## src/rtl/led_pattern_master_if.sv

```systemverilog
// ---------------------------------------------------------------------------
// led_pattern_master_if
//
// Avalon-MM bus between the LED pattern initiator and an 8-bit PIO output
// slave. The slave has zero wait states, so there is no waitrequest.
//
// Signals:
//   address    - slave register address (initiator -> slave)
//   chipselect - access qualifier (initiator -> slave)
//   write_n    - active-low write strobe (initiator -> slave)
//   writedata  - write data (initiator -> slave)
//   readdata   - read data, valid in the same cycle (slave -> initiator)
//
// Modports:
//   master - the initiator side (led_pattern_master)
//   slave  - the PIO register side
// ---------------------------------------------------------------------------
interface led_pattern_master_if #(
  parameter int DATA_WIDTH = 8
);
  logic [1:0]            address;
  logic                  chipselect;
  logic                  write_n;
  logic [DATA_WIDTH-1:0] writedata;
  logic [DATA_WIDTH-1:0] readdata;

  modport master (
    output address,
    output chipselect,
    output write_n,
    output writedata,
    input  readdata
  );

  modport slave (
    input  address,
    input  chipselect,
    input  write_n,
    input  writedata,
    output readdata
  );
endinterface

```

## src/rtl/led_pattern_master.sv

```systemverilog
// ---------------------------------------------------------------------------
// led_pattern_master
//
// Avalon-MM initiator for bring-up of a PIO/LED output register. It
// periodically writes a generated pattern to the slave, reads it straight
// back, and compares. Readback errors set a sticky flag and bump a
// saturating 8-bit counter.
//
// Transaction: IDLE -> WRITE -> READ -> CHECK -> WAIT(PERIOD cycles) ->
// WRITE ..., so write strobes are PERIOD+3 cycles apart while enabled.
//
// Parameters:
//   DATA_WIDTH   - width of writedata/readdata/pattern (>= 2)
//   TARGET_ADDR  - slave register address used for every access
//   PERIOD       - idle cycles between transactions (>= 1)
//   INIT_PATTERN - pattern value after reset
//
// Ports:
//   clk       - system clock
//   reset     - synchronous, active-high reset
//   enable    - run request; sampled in IDLE and at the end of WAIT
//   mode      - pattern generator: 0 walk-one, 1 count, 2 invert, 3 hold
//   clear     - clears mismatch and err_count
//   bus       - Avalon-MM master port (address/chipselect/write_n/
//               writedata out, readdata in)
//   pattern   - current pattern value
//   mismatch  - sticky readback-error flag
//   err_count - saturating readback-error count
//   busy      - high whenever the FSM is not in IDLE
// ---------------------------------------------------------------------------
module led_pattern_master #(
  parameter int                    DATA_WIDTH   = 8,
  parameter logic [1:0]            TARGET_ADDR  = 2'd0,
  parameter int                    PERIOD       = 16,
  parameter logic [DATA_WIDTH-1:0] INIT_PATTERN = 8'h01
) (
  input  logic                   clk,
  input  logic                   reset,
  input  logic                   enable,
  input  logic [1:0]             mode,
  input  logic                   clear,
  led_pattern_master_if.master   bus,
  output logic [DATA_WIDTH-1:0]  pattern,
  output logic                   mismatch,
  output logic [7:0]             err_count,
  output logic                   busy
);

  // Wide enough to hold PERIOD-1; at least one bit when PERIOD is 1.
  localparam int CNT_W = (PERIOD > 1) ? $clog2(PERIOD) : 1;
  localparam logic [CNT_W-1:0] CNT_LOAD = CNT_W'(PERIOD - 1);

  typedef enum logic [2:0] {
    IDLE,
    WRITE,
    READ,
    CHECK,
    WAIT
  } state_t;

  state_t                state_q, state_d;
  logic [CNT_W-1:0]      cnt_q, cnt_d;
  logic [DATA_WIDTH-1:0] pattern_q, pattern_d;
  logic [DATA_WIDTH-1:0] rd_q, rd_d;
  logic                  mismatch_q, mismatch_d;
  logic [7:0]            err_q, err_d;
  logic [1:0]            addr_q, addr_d;
  logic                  cs_q, cs_d;
  logic                  wn_q, wn_d;
  logic [DATA_WIDTH-1:0] wd_q, wd_d;
  logic                  busy_q, busy_d;

  // Pattern generator step.
  function automatic logic [DATA_WIDTH-1:0] next_pattern(
    input logic [DATA_WIDTH-1:0] p,
    input logic [1:0]            m
  );
    logic [DATA_WIDTH-1:0] n;
    n = p;
    case (m)
      2'd0: begin
        // An all-zero value would rotate forever as zero; restart the walk.
        if (p == '0) n = DATA_WIDTH'(1);
        else         n = {p[DATA_WIDTH-2:0], p[DATA_WIDTH-1]};
      end
      2'd1:    n = p + DATA_WIDTH'(1);
      2'd2:    n = ~p;
      default: n = p;
    endcase
    return n;
  endfunction

  // Increment that sticks at 255.
  function automatic logic [7:0] sat_inc(input logic [7:0] v);
    return (v == 8'hFF) ? v : v + 8'd1;
  endfunction

  always_ff @(posedge clk) begin
    if (reset) begin
      state_q    <= IDLE;
      cnt_q      <= '0;
      pattern_q  <= INIT_PATTERN;
      rd_q       <= '0;
      mismatch_q <= 1'b0;
      err_q      <= 8'd0;
      addr_q     <= 2'd0;
      cs_q       <= 1'b0;
      wn_q       <= 1'b1;
      wd_q       <= '0;
      busy_q     <= 1'b0;
    end else begin
      state_q    <= state_d;
      cnt_q      <= cnt_d;
      pattern_q  <= pattern_d;
      rd_q       <= rd_d;
      mismatch_q <= mismatch_d;
      err_q      <= err_d;
      addr_q     <= addr_d;
      cs_q       <= cs_d;
      wn_q       <= wn_d;
      wd_q       <= wd_d;
      busy_q     <= busy_d;
    end
  end

  always_comb begin
    state_d    = state_q;
    cnt_d      = cnt_q;
    pattern_d  = pattern_q;
    rd_d       = rd_q;
    mismatch_d = mismatch_q;
    err_d      = err_q;
    wd_d       = wd_q;
    addr_d     = addr_q;

    if (clear) begin
      mismatch_d = 1'b0;
      err_d      = 8'd0;
    end

    case (state_q)
      IDLE: begin
        if (enable) state_d = WRITE;
      end
      WRITE: begin
        state_d = READ;
      end
      READ: begin
        // Zero-wait slave: readdata is valid in this cycle.
        rd_d    = bus.readdata;
        state_d = CHECK;
      end
      CHECK: begin
        if (rd_q != pattern_q) begin
          mismatch_d = 1'b1;
          // A coincident clear wipes the history but keeps this error.
          err_d      = clear ? 8'd1 : sat_inc(err_q);
        end
        pattern_d = next_pattern(pattern_q, mode);
        cnt_d     = CNT_LOAD;
        state_d   = WAIT;
      end
      WAIT: begin
        if (cnt_q == '0) state_d = enable ? WRITE : IDLE;
        else             cnt_d   = cnt_q - CNT_W'(1);
      end
      default: state_d = IDLE;
    endcase

    // Bus outputs are registered, so they are decoded from the next state.
    // writedata is loaded only on entry to WRITE and held otherwise.
    cs_d   = (state_d == WRITE) || (state_d == READ);
    wn_d   = (state_d != WRITE);
    busy_d = (state_d != IDLE);
    if (state_d == WRITE) wd_d   = pattern_q;
    if (cs_d)             addr_d = TARGET_ADDR;
  end

  assign bus.address    = addr_q;
  assign bus.chipselect = cs_q;
  assign bus.write_n    = wn_q;
  assign bus.writedata  = wd_q;
  assign pattern        = pattern_q;
  assign mismatch       = mismatch_q;
  assign err_count      = err_q;
  assign busy           = busy_q;

endmodule

```

## src/flat_wrapper.sv

```systemverilog
// flat-port wrapper written by rule: the top's interface ports become plain ports
module led_pattern_master_flat 
#(
  parameter int                    DATA_WIDTH   = 8,
  parameter logic [1:0]            TARGET_ADDR  = 2'd0,
  parameter int                    PERIOD       = 16,
  parameter logic [DATA_WIDTH-1:0] INIT_PATTERN = 8'h01
)
  (clk, reset, enable, mode, clear, pattern, mismatch, err_count, busy, bus_address, bus_chipselect, bus_write_n, bus_writedata, bus_readdata);
  led_pattern_master_if #(.DATA_WIDTH(DATA_WIDTH)) bus_i ();
  input  logic clk;
  input  logic reset;
  input  logic enable;
  input  logic [1:0] mode;
  input  logic clear;
  output logic [DATA_WIDTH-1:0] pattern;
  output logic mismatch;
  output logic [7:0] err_count;
  output logic busy;
  output wire logic [$bits(bus_i.address)-1:0] bus_address;
  output wire logic [$bits(bus_i.chipselect)-1:0] bus_chipselect;
  output wire logic [$bits(bus_i.write_n)-1:0] bus_write_n;
  output wire logic [$bits(bus_i.writedata)-1:0] bus_writedata;
  input wire logic [$bits(bus_i.readdata)-1:0] bus_readdata;
  assign bus_address = bus_i.address;
  assign bus_chipselect = bus_i.chipselect;
  assign bus_write_n = bus_i.write_n;
  assign bus_writedata = bus_i.writedata;
  assign bus_i.readdata = bus_readdata;
  led_pattern_master #(.DATA_WIDTH(DATA_WIDTH), .TARGET_ADDR(TARGET_ADDR), .PERIOD(PERIOD), .INIT_PATTERN(INIT_PATTERN)) u_core (.clk(clk), .reset(reset), .enable(enable), .mode(mode), .clear(clear), .bus(bus_i), .pattern(pattern), .mismatch(mismatch), .err_count(err_count), .busy(busy));
endmodule
```

## config.mk

```make
export PLATFORM = sky130hd
export DESIGN_NAME = led_pattern_master_flat
export DESIGN_NICKNAME = d
export VERILOG_FILES = /design/src/rtl/led_pattern_master_if.sv /design/src/rtl/led_pattern_master.sv /design/src/flat_wrapper.sv
export SDC_FILE = /design/constraint.sdc
export NUM_CORES = 1
export LEC_CHECK = 0
export CAP_MARGIN = 10
export CORE_ASPECT_RATIO = 2
export CORE_MARGIN = 2
export CORE_UTILIZATION = 45
export DETAILED_ROUTE_END_ITERATION = 16
export PLACE_DENSITY = 0.75
export SLEW_MARGIN = 40
export SYNTH_ARGS = -nofsm -noshare
export SYNTH_HDL_FRONTEND = slang
export SYNTH_SLANG_ARGS = --single-unit
```

## constraint.sdc

```tcl
create_clock -name clk -period 3.1 [get_ports clk]
set_input_delay 0.62 -clock clk [delete_from_list [all_inputs] [get_ports clk]]
set_output_delay 0.62 -clock clk [all_outputs]
set_load 0.01 [all_outputs]
```

==> flow_summary.toml, run 1 <==
[run_status]
run_status = "finished clean"

[timing]
final.setup_skew_ps = 4.59
slew_violations = 0
fin_crit_ps = 2190
rsz0062_at_grt = "false"
final_tns_setup_ps = 0
max_slew_margin_pct = 62.9
finalSetupViolCount = 0
finalHoldViolCount = 0
worstMarginPinSlew_ps = 554
fmaxAchievable_ghz = 0.456
fin_crit_sh_pct = 70.7

[worst_setup_path]
path_class = "primary input to register"
timing.critical_path.to_type = "register"
worst_ep_arrival_time_ps = 2390
cp_max_fo = 15
reg2reg_depth = 6
reg2reg_setup_slack_ps = 1250
required_ps = 3300
setup.worst_path.start_class = "primary input"

[clock_network]
clockBufferDepth = 2
cts_hold_buffers = 0
tritoncts_clock_tree = "yes"
post_cts_buffers = 0
ctsResizeCount = 0
total_number_of_clock_tree_sinks = 43
clk_latency_ps = 290
worst_setup_hold_path_clk_slew_ps = 70
cts_buffers = 5
root_buffer = "sky130_fd_sc_hd__clkbuf_8"
cts.htree.levels = 2

[place]
place.gp.congestion = 0.849
dp.final_hpwl_um = 3730
place_inst = 337
buffer_ports.inserted = 41

[global_route]
grtUsageMet1_pct = 21.4
groute.layer.met2.usage_pct = 34.0
grtUsageMet3_pct = 3.30
top_usage_layer = "met2"
via_count_of_the_first_global_routing_pass = 1829
grt_antenna_before_repair = 0
gr_util_all_layers_pct = 19.4
gr-total-overflow = 0
grt_start_max_net_pins = 42
grt_first_pass_wirelength_um = 8380

[route]
vias_after_detailed_routing = 1945
drt_wl_total_um = 5180
routed_wire_length_per_instance_um = 15.0
number_of_drc_markers_in_iteration_0 = 69
drt-pass1-iter-count = 4
routed_via_density = 5.64
detail-route-antenna-nets = 0
drc = 0

[logic_synthesis]
dominant_cell_type_by_area_after_synthesis = "sky130_fd_sc_hd__dfxtp_1"
synthDominantCellAreaShare_pct = 37.9
synth.avg_cell_area_um2 = 8.91
ys_seq_elements = 43
post_synth_most_frequent_cells = "sky130_fd_sc_hd__dfxtp_1, sky130_fd_sc_hd__nor2_1, sky130_fd_sc_hd__a21oi_1, sky130_fd_sc_hd__mux2i_1, sky130_fd_sc_hd__nand2_1"
ys.flop_type = "sky130_fd_sc_hd__dfxtp_1"
synthTopCellsByArea = "sky130_fd_sc_hd__dfxtp_1, sky130_fd_sc_hd__mux2i_1, sky130_fd_sc_hd__nor2_1"
synth_warnings = 0
ys_seq_area_share_pct = 37.9
post-synth-top-count-cell = "sky130_fd_sc_hd__dfxtp_1"
post_synth_instance_area_mm2 = 0.00227
synthCells = 255
synthDistinctLibCells = 51
synthArstFlopShare_pct = 0
synth-edff-count = 0

[floorplan]
placementRows = 36
initial_core_util_pct = 46.7
die_area_mm2 = 0.00567
io_pins = 44
coreArea_mm2 = 0.00486
fp.dieW_um = 54.2
vertical_extent_of_the_die_um = 104

[cells_and_area]
antenna-diode-count = 0
count_of_placed_standard_cells_in_the_final_layout_fillers_left_out = 345
syn2layout_area_growth_pct = 21.4
final_layout_size_suffix_gt1_share_pct = 7.99
fillCellCount = 433
final_net_count = 308

[power]
seq_pwr_share_pct = 53.8
power.clock.fraction_pct = 30.1
power.density_cell_area_mw_per_mm2 = 401
cell_internal_pwr_mw = 0.819
power.net_switching_mw = 0.288
p_leak_nw = 1.06
power_switching_share_pct = 26.0
share_comb_of_total_power_pct = 16.1
worst_ir_drop_vdd_mv = 0.290

[run]
timing.max_cap.violations = 0

[min_path]
hold_path_depth = 1
hold_path_class = "register to register"
## final timing paths
path | endpoint | from
worst max register to register | u_core.err_count[5]$_SDFFE_PP0P_ | u_core.err_count[0]$_SDFFE_PP0P_
worst min register to register | u_core.cnt_q[3]$_SDFFE_PP0P_ | u_core.cnt_q[3]$_SDFFE_PP0P_
worst min-delay path | u_core.cnt_q[3]$_SDFFE_PP0P_ | u_core.cnt_q[3]$_SDFFE_PP0P_
worst max-delay path | u_core.pattern[1]$_SDFFE_PP0P_ | mode[0]
## layer usage
metal,part of all wire (%),wire length (um)
met1,38,1950
met2,57,2950
met3,3.2,166
met4,2.2,112
met5,0,0
## worst max-delay path, stage by stage
cell and delay [ps]:
sky130_fd_sc_hd__clkdlybuf4s50_1 510, sky130_fd_sc_hd__inv_1 60, sky130_fd_sc_hd__ha_1 530, sky130_fd_sc_hd__a21boi_0 350, sky130_fd_sc_hd__a21oi_1 110, sky130_fd_sc_hd__a211oi_1 220
## area by class of cell
cell class                      count  area (um2)  share of cell area, %
Multi-Input combinational cell    186        1290                   46.8
Clock buffer                        7        76.3                   2.77
Inverter                            8        30.0                   1.09
Timing Repair Buffer               43         425                   15.4
Tap cell                           57        71.3                   2.59
Clock inverter                      1        5.00                  0.181
Sequential cell                    43         861                   31.2
## power by group through the flow
| stage | clock, mW | combinational (mW) | sequential [mW] |
|---|---|---|---|
| finish | 0.333 | 0.178 | 0.595 |
| global route | 0.369 | 0.198 | 0.599 |
| CTS | 0.349 | 0.180 | 0.595 |
| detailed placement | 0 | 0.179 | 0.608 |
| global placement | 0 | 0.178 | 0.607 |
| floorplan | 0 | 0.128 | 0.602 |
## cell usage in the layout (no fill, tap or decap), types with 2 or more instances in the layout
cell type	n
sky130_fd_sc_hd__ha_1	7
sky130_fd_sc_hd__nor4_1	2
sky130_fd_sc_hd__inv_1	8
sky130_fd_sc_hd__clkbuf_8	5
sky130_fd_sc_hd__o21ai_0	12
sky130_fd_sc_hd__or3_1	3
sky130_fd_sc_hd__nand3_1	5
sky130_fd_sc_hd__a31oi_1	5
sky130_fd_sc_hd__clkbuf_1	2
sky130_fd_sc_hd__clkdlybuf4s50_1	41
sky130_fd_sc_hd__xor2_2	3
sky130_fd_sc_hd__and3b_1	2
sky130_fd_sc_hd__and3_1	5
sky130_fd_sc_hd__a21oi_1	19
sky130_fd_sc_hd__conb_1	2
sky130_fd_sc_hd__nor4b_1	3
sky130_fd_sc_hd__nor2_1	29
sky130_fd_sc_hd__a311oi_1	2
sky130_fd_sc_hd__nor3_1	6
sky130_fd_sc_hd__nand2_1	14
sky130_fd_sc_hd__nor4_2	2
sky130_fd_sc_hd__xor2_1	5
sky130_fd_sc_hd__nand4_1	2
sky130_fd_sc_hd__dfxtp_1	43
sky130_fd_sc_hd__nand2b_1	4
sky130_fd_sc_hd__a211oi_1	5
sky130_fd_sc_hd__nor3b_1	5
sky130_fd_sc_hd__a22oi_1	2
sky130_fd_sc_hd__buf_4	2
sky130_fd_sc_hd__a41oi_1	2
sky130_fd_sc_hd__mux2i_1	19
## metrics by stage
stage | worst slack, ps | hold slack [ps] | util [%] | area (um2) | power (mW)
final | 908 | 491 | 56.7 | 2760 | 1.11
after global routing | 779 | 535 | 56.7 | 2760 | 1.16
after CTS | 922 | 489 | 56.7 | 2760 | 1.12
after detailed placement | 626 | 473 | 55.0 | 2680 | 0.788
after global placement | 689 | 466 | 55.0 | 2680 | 0.785
after floorplan | 1350 | 449 | - | 2280 | 0.730
## registers in the layout, summed over array words and instances, names as in the netlist
register / count
u_core.bus.writedata: 8
u_core.err_count: 8
u_core.pattern: 8
u_core.rd_q: 8
u_core.cnt_q: 4
u_core.state_q: 3
u_core.bus.chipselect: 1
u_core.bus.write_n: 1
u_core.busy: 1
u_core.mismatch: 1
## kinds of logic (layout without fill, tap and decap cells)
group	after synthesis	in the layout	synth area share (%)
adders and majority gates	7	7	3.85
muxes	20	20	9.03
AOI/OAI and AO/OA	54	54	14.6
xor gates and xnor gates	9	9	4.46
DFF	43	43	37.9
buffers and inverters	27	59	5.51
and+or+nand+nor	94	94	24.4
other	1	2	0.165
Note: power is estimated with default switching activity, not from simulation.
==> run 2: changes to the inputs <==
==> constraint.sdc (replaced) <==
create_clock -name clk -period 2.2 [get_ports clk]
set_input_delay 0.44 -clock clk [delete_from_list [all_inputs] [get_ports clk]]
set_output_delay 0.44 -clock clk [all_outputs]
set_load 0.01 [all_outputs]
==> flow_summary.toml, run 2 (synthesized netlist as in run 1, its figures left out) <==
[run_status]
run_status = "finished clean"

[clock_network]
clk_latency_ps = 300
ctsResizeCount = 0
clockBufferDepth = 2
worst_setup_hold_path_clk_slew_ps = 80
cts_hold_buffers = 0
root_buffer = "sky130_fd_sc_hd__clkbuf_8"
cts.htree.levels = 2
cts_buffers = 5
post_cts_buffers = 0
tritoncts_clock_tree = "yes"
total_number_of_clock_tree_sinks = 43

[worst_setup_path]
cp_max_fo = 10
crit_path_start = "u_core.pattern[3]$_SDFFE_PP0P_"
path_class = "register to output pin"
required_ps = 1760
slowest_delay_ps = 560
crit_chain = "buf_4 -> clkdlybuf4s50_1"
slowest_stage = "sky130_fd_sc_hd__clkdlybuf4s50_1"
timing.critical_path.to_type = "output pin"
reg2reg_setup_slack_ps = 300
worst_ep_arrival_time_ps = 1490
setup.worst_path.start_class = "register"
worst_r2r_startpoint = "u_core.err_count[0]$_SDFFE_PP0P_"

[route]
routed_wire_length_per_instance_um = 16.1
routed_via_density = 5.65
drt_wl_total_um = 5740
drc = 0
vias_after_detailed_routing = 2013
number_of_drc_markers_in_iteration_0 = 39
detail-route-antenna-nets = 0
drt-pass1-iter-count = 4

[global_route]
grt_start_max_net_pins = 42
gr_util_all_layers_pct = 21.9
gr-total-overflow = 0
grt_antenna_before_repair = 0
via_count_of_the_first_global_routing_pass = 2052
grt_first_pass_wirelength_um = 9270

[place]
buffer_ports.inserted = 41
place_inst = 349
place.gp.congestion = 0.893
dp.final_hpwl_um = 4260

[power]
power.density_cell_area_mw_per_mm2 = 594
power.total_mw = 1.71
p_leak_nw = 1.13
worst_ir_drop_vdd_mv = 0.510

[timing]
fin_crit_sh_pct = 87.9
fmaxAchievable_ghz = 0.517
rsz0062_at_grt = "false"
hold_ws_ps = 493
slew_violations = 0
final_tns_setup_ps = 0
finalHoldViolCount = 0
final.setup_skew_ps = 5.31
fin_crit_ps = 1930
finalSetupViolCount = 0

[cells_and_area]
count_of_placed_standard_cells_in_the_final_layout_fillers_left_out = 356
syn2layout_area_growth_pct = 26.9
final_layout_size_suffix_gt1_share_pct = 11.7
antenna-diode-count = 0
final_net_count = 320
final_cell_mix = "sky130_fd_sc_hd__dfxtp_1, sky130_fd_sc_hd__clkdlybuf4s50_1, sky130_fd_sc_hd__nor2_1"
finalCoreUtilization_pct = 59.3
mostFrequentLayoutCell = "sky130_fd_sc_hd__dfxtp_1"

[floorplan]
fp.dieW_um = 54.2
io_pins = 44
vertical_extent_of_the_die_um = 104
die_area_mm2 = 0.00567
initial_core_util_pct = 46.7
coreArea_mm2 = 0.00486
placementRows = 36

[min_path]
hold_path_class = "register to register"
timing.hold.worst.start = "u_core.cnt_q[3]$_SDFFE_PP0P_"

[run]
timing.max_cap.violations = 0
run 2: cell type report:
| cell class | instances | area [um2] |
|---|---|---|
| multi-input cells | 186 | 1290 |
| repair buffers | 55 | 528 |
| clock inverters | 1 | 30.0 |
| well taps | 57 | 71.3 |
| flip-flops and latches | 43 | 861 |
| clock buffers | 6 | 72.6 |
| fillers | 435 | 1980 |
| inverters | 8 | 30.0 |
run 2: path summary, 6_finish.rpt:
check	endpoint	depth (start not counted)
setup / recovery	pattern[3]	2
setup reg to reg	u_core.err_count[5]$_SDFFE_PP0P_	6
hold reg to reg	u_core.cnt_q[3]$_SDFFE_PP0P_	1
hold / removal	u_core.cnt_q[3]$_SDFFE_PP0P_	1
run 2: per-stage QoR:
| step | area (um2) | worst slack (ps) |
|---|---|---|
| after floorplan | 2280 | 445 |
| after global placement | 2780 | 112 |
| after detailed placement | 2780 | 81.8 |
| after CTS | 2880 | 271 |
| after global routing | 2880 | 184 |
| final | 2880 | 265 |
run 2: critical path: cells and delay by family, from the launching register on:
family / cells / cell delay [ps]
flops: 1 / 420
buf+inv: 2 / 780
run 2: power breakdown:
group / switching, mW / internal [mW] / total [mW] / leakage (nW)
logic: 0.140 / 0.136 / 0.276 / 0.734
registers: 0.0274 / 0.808 / 0.835 / 0.349
clock network: 0.270 / 0.333 / 0.603 / 0.0513
total: 0.437 / 1.28 / 1.71 / 1.13
run 2: metal layers:
| metal | up-vias | track usage [%] | routed length [um] |
|---|---|---|---|
| li1 | 988 | - | - |
| met1 | 951 | 21.8 | 2040 |
| met2 | 59 | 39.0 | 3250 |
| met3 | 15 | 3.88 | 231 |
| met4 | 0 | 12.9 | 217 |
| met5 | - | 0 | 0 |
==> patch 1: new RTL, flow settings as in run 1 <==
The output `busy` loses its register stage (`busy_q` becomes a continuous assignment).
--- a/src/rtl/led_pattern_master.sv
+++ b/src/rtl/led_pattern_master.sv
@@ -107,7 +107,6 @@
       cs_q       <= 1'b0;
       wn_q       <= 1'b1;
       wd_q       <= '0;
-      busy_q     <= 1'b0;
     end else begin
       state_q    <= state_d;
       cnt_q      <= cnt_d;
@@ -119,9 +118,10 @@
       cs_q       <= cs_d;
       wn_q       <= wn_d;
       wd_q       <= wd_d;
-      busy_q     <= busy_d;
     end
   end
+
+  assign busy_q = busy_d;
 
   always_comb begin
     state_d    = state_q;
Formal check against the unedited RTL: not equivalent (a bounded check fails within 4 cycles, from zero or initial values and one cycle with reset high).
==> patch 1 against run 1 <==
  * Area after synthesis decreased by 2.1%
  * Final area shrank 1.6%
  * Die area down 2.0%
  * Worst setup slack worse by 0.54 ns
  * Synthesized cell count decreased by 2.0%
  * Sequential cell count fell by 1
  * Critical path depth unchanged
  * Wire length shrank 1.1%
  * Clock skew about the same
  * Power grew 1.9%
  * Largest cell class unchanged
==> patch 1: results (changes against run 1) <==
GRT Util Overall 0.201 (+0.00690); fraction of layout cells with a size suffix above 1 0.0854 (+0.00555); Layout Nets 301 (-2.3%); area of the multi-input gates 1240 um2 (-3.5%); xor and xnor area share after synthesis 0.0472 (+0.00264); post-synthesis compound-gate area fraction 0.190 (+0.0431); Worst R2R End u_core.err_count[4]; Data buffer area share 0.162 (+0.00802); synth top area cells dfxtp_1 38%, mux2i_1 7.6%, nor2_1 5.1%; fraction of area in multi-input gates 0.459 (-0.00905); first-pass GRT wire length 8.24 mm (-1.6%); Non-Clock Buffer Count 45 (+4.7%); vias in the first global route 1827 (-0.11%); hold_sp u_core.mismatch; Non-Filler Instances 338 (-2.0%); synthesized instance count 250 (-2.0%); slew margin rel. 0.646 (+0.0167); Crit Path Max Fanout 6 (-9); final wirelength 5.12 mm (-1.1%); worst reg-to-reg setup slack 1.15 ns (-0.10 ns); post_cts resized 0 (unchanged); hold slack 0.489 ns (-0.00179 ns); post-synthesis mux area share 0.0765 (-0.0138); dpl ws 0.578 ns (-0.0481 ns); register area 841 um2 (-2.3%); largest net degree at the start of global routing 21 (-50%); 1st-iter DRT viols 33 (-52%); Layout Skew 0.00423 ns (-0.000364 ns); top post-synthesis cells by count 42 x dfxtp_1, 30 x nor2_1, 17 x mux2i_1; initial antenna violation count 0 (unchanged); clock network area share 0.0336 (+0.00416); Power Total 1.13 mW (+1.9%); R2R depth 5 (-1); Post-Place Cells 330 (-2.1%); Adder-Cell Fraction of Synth Area 0.0394 (+0.000824); reg2reg start u_core.pattern[5]; Placer Congestion 0.824 (-3.0%); Synth cell types 52 (+2.0%); Min-Delay Endpoint u_core.mismatch; Clock Power 0.366 mW (+9.9%); status finished clean; WHS Path Cells 2 (+1); Lkg Pwr 1.01 nW (-4.8%); Vias/cell 5.73 (+1.7%); Fillers 466 (+7.6%); VDD IR max 0.421 mV (+46%); switching share of power 0.267 (+0.00715); multi-input gates 179 (-3.8%); Post-DP HPWL 3.83 mm (+2.5%); DP Area 2620 um2 (-2.0%); Worst Path Arrival 2.12 ns (-0.27 ns); sequential share of the synthesized area 0.378 (-0.000902)
-- patch 1: worst max-delay path by stage --
stage / to / start / slack, ns / cells past startpoint
2_1_floorplan: u_core.pattern[3] / mode[0] / 1.16 / 7
3_3_place_gp: busy / enable / 0.61 / 4
3_5_place_dp: u_core.pattern[3] / mode[0] / 0.58 / 7
4_1_cts: busy / u_core.cnt_q[0] / 0.36 / 6
5_1_grt: busy / u_core.cnt_q[0] / 0.27 / 6
6_report: busy / u_core.cnt_q[0] / 0.36 / 6
-- patch 1: per-layer routing --
layer | wire length [um] | global-route usage | vias to the layer above
met1 | 1890 | 0.203 | 910
met4 | 221 | 0.128 | 0
li1 | - | - | 959
met2 | 2830 | 0.358 | 52
met3 | 188 | 0.0359 | 16
met5 | 0 | 0 | -
-- patch 1: worst max-delay path, cell delays in order (launching register included) --
cell and delay (ns):
dfxtp_1 0.34, inv_1 0.07, ha_1 0.18, or3b_1 0.47, a21oi_1 0.18, mux2i_1 0.08
clkdlybuf4s50_1 0.50
==> patch 2: new RTL, settings of run 1 <==
Without the edit above. `DATA_WIDTH` is set to 8 in 3 places; all go to 6.
--- a/src/rtl/led_pattern_master_if.sv
+++ b/src/rtl/led_pattern_master_if.sv
@@ -16,7 +16,7 @@
 //   slave  - the PIO register side
 // ---------------------------------------------------------------------------
 interface led_pattern_master_if #(
-  parameter int DATA_WIDTH = 8
+  parameter int DATA_WIDTH = 6
 );
   logic [1:0]            address;
   logic                  chipselect;
--- a/src/rtl/led_pattern_master.sv
+++ b/src/rtl/led_pattern_master.sv
@@ -29,7 +29,7 @@
 //   busy      - high whenever the FSM is not in IDLE
 // ---------------------------------------------------------------------------
 module led_pattern_master #(
-  parameter int                    DATA_WIDTH   = 8,
+  parameter int                    DATA_WIDTH   = 6,
   parameter logic [1:0]            TARGET_ADDR  = 2'd0,
   parameter int                    PERIOD       = 16,
   parameter logic [DATA_WIDTH-1:0] INIT_PATTERN = 8'h01
--- a/src/flat_wrapper.sv
+++ b/src/flat_wrapper.sv
@@ -1,7 +1,7 @@
 // flat-port wrapper written by rule: the top's interface ports become plain ports
 module led_pattern_master_flat 
 #(
-  parameter int                    DATA_WIDTH   = 8,
+  parameter int                    DATA_WIDTH   = 6,
   parameter logic [1:0]            TARGET_ADDR  = 2'd0,
   parameter int                    PERIOD       = 16,
   parameter logic [DATA_WIDTH-1:0] INIT_PATTERN = 8'h01
Interface: changed (resized bus_readdata, bus_writedata and pattern); port bits go from 44 to 38. The function was not compared with the original's and may differ.
==> patch 2 against run 1 <==
  * Clock skew about the same
  * Wire length decreased by 19%
  * Sequential cell count decreased by 6
  * Final area decreased by 13%
  * Power increased by 5.0%
  * Worst setup slack improved by 0.020 ns
  * Area after synthesis decreased by 15%
  * Maximum frequency increased by 0.92%
  * Worst hold slack got worse by 0.020 ns
==> patch 2: results (changes against run 1) <==
PortBufs 35 (-15%); TritonRoute pass-1 iters 4 (unchanged); Synth cell types 47 (-7.8%); Post-DP HPWL 3.14 mm (-16%); Placer Congestion 0.842 (-0.87%); Worst Tran Pin Value 0.633 ns (+0.0790 ns); 1st-iter DRT viols 16 (-77%); vias after detailed routing 1699 (-13%); largest net degree at the start of global routing 33 (-21%); Lkg Pwr 0.882 nW (-17%); first-pass GRT wire length 6.98 mm (-17%); top cell type's share of synthesized area 0.385 (+0.00606); YS warnings 0 (unchanged); HP Class register to register; clk slew on worst S/H paths 0.07 ns (about the same); CTS buffer count 5 (unchanged); fraction of layout cells with a size suffix above 1 0.0545 (-0.0254); sequential share of the synthesized area 0.385 (+0.00606); Worst Path Arrival 1.55 ns (-0.84 ns); vias in the first global route 1593 (-13%); Async S/R FF share, synth 0 (unchanged); synth top area cells dfxtp_1 38%, mux2i_1 6.8%, nor2_1 5.3%; WL/cell 13.5 um (-10%); status finished clean; Worst path max stage delay 0.64 ns (+0.11 ns); top post-synthesis cells by count 37 x dfxtp_1, 27 x nor2_1, 16 x a21oi_1; Layout Nets 275 (-11%); Layout Skew 0.00434 ns (-0.000258 ns); Largest delay share family, worst path buffers and inverters; Crit Path Max Fanout 12 (-3); crit path max-delay cell type clkdlybuf4s50_1; GRT Util Overall 0.188 (-0.00577); Root Driver clkbuf_8; VDD IR max 0.472 mV (+63%); DP Area 2270 um2 (-15%)
## patch 2: final timing paths
| path | endpoint | startpoint | cells after the start | slack (ns) |
|---|---|---|---|---|
| setup / recovery | pattern[3] | u_core.pattern[3] | 1 | 0.93 |
| hold / removal | u_core.mismatch | u_core.mismatch | 2 | 0.47 |
| setup reg to reg | u_core.bus.writedata[3] | u_core.cnt_q[0] | 7 | 1.16 |
| hold reg to reg | u_core.mismatch | u_core.mismatch | 2 | 0.47 |
## patch 2: cell type report
| type | instances | area (um2) |
|---|---|---|
| well taps | 52 | 65.1 |
| multi-input cells | 166 | 1070 |
| clock buffers | 5 | 68.8 |
| clock inverters | 3 | 65.1 |
| inverters | 10 | 37.5 |
| fillers | 372 | 1680 |
| flip-flops and latches | 37 | 741 |
| repair buffers | 36 | 358 |
## patch 2: report_power, final
| group | total, mW | internal, mW | leakage, nW | switching, mW |
|---|---|---|---|---|
| sequential | 0.517 | 0.495 | 0.300 | 0.0217 |
| combinational | 0.152 | 0.0746 | 0.514 | 0.0776 |
| clock | 0.494 | 0.320 | 0.0681 | 0.174 |
## patch 2: metal layers
metal	wire length [um]	global-route usage	part of all wire	vias to the layer above
li1	-	-	-	862
met1	1570	0.190	0.38	794
met2	2420	0.362	0.58	35
met3	101	0.0292	0.024	8
met4	85	0.0926	0.020	0
met5	0	0	0	-
## patch 2: metrics by stage
| step | total power [mW] | cells | worst slack, ns |
|---|---|---|---|
| after floorplan | 0.630 | 229 | 1.31 |
| after global placement | 0.677 | 301 | 0.808 |
| after detailed placement | 0.680 | 301 | 0.756 |
| after CTS | 1.17 | 309 | 0.923 |
| after global routing | 1.21 | 309 | 0.857 |
| final | 1.16 | 309 | 0.928 |
## patch 2: cell families (layout without fill, tap and decap cells)
group	after synthesis	after routing	synth area share
xor gates and xnor gates	7	7	0.0358
adders and majority gates	7	7	0.0455
other	1	2	0.00195
and+or+nand+nor	87	87	0.239
AOI/OAI and AO/OA	49	49	0.158
buffers and inverters	26	54	0.0618
muxes	14	14	0.0735
DFF	37	37	0.385
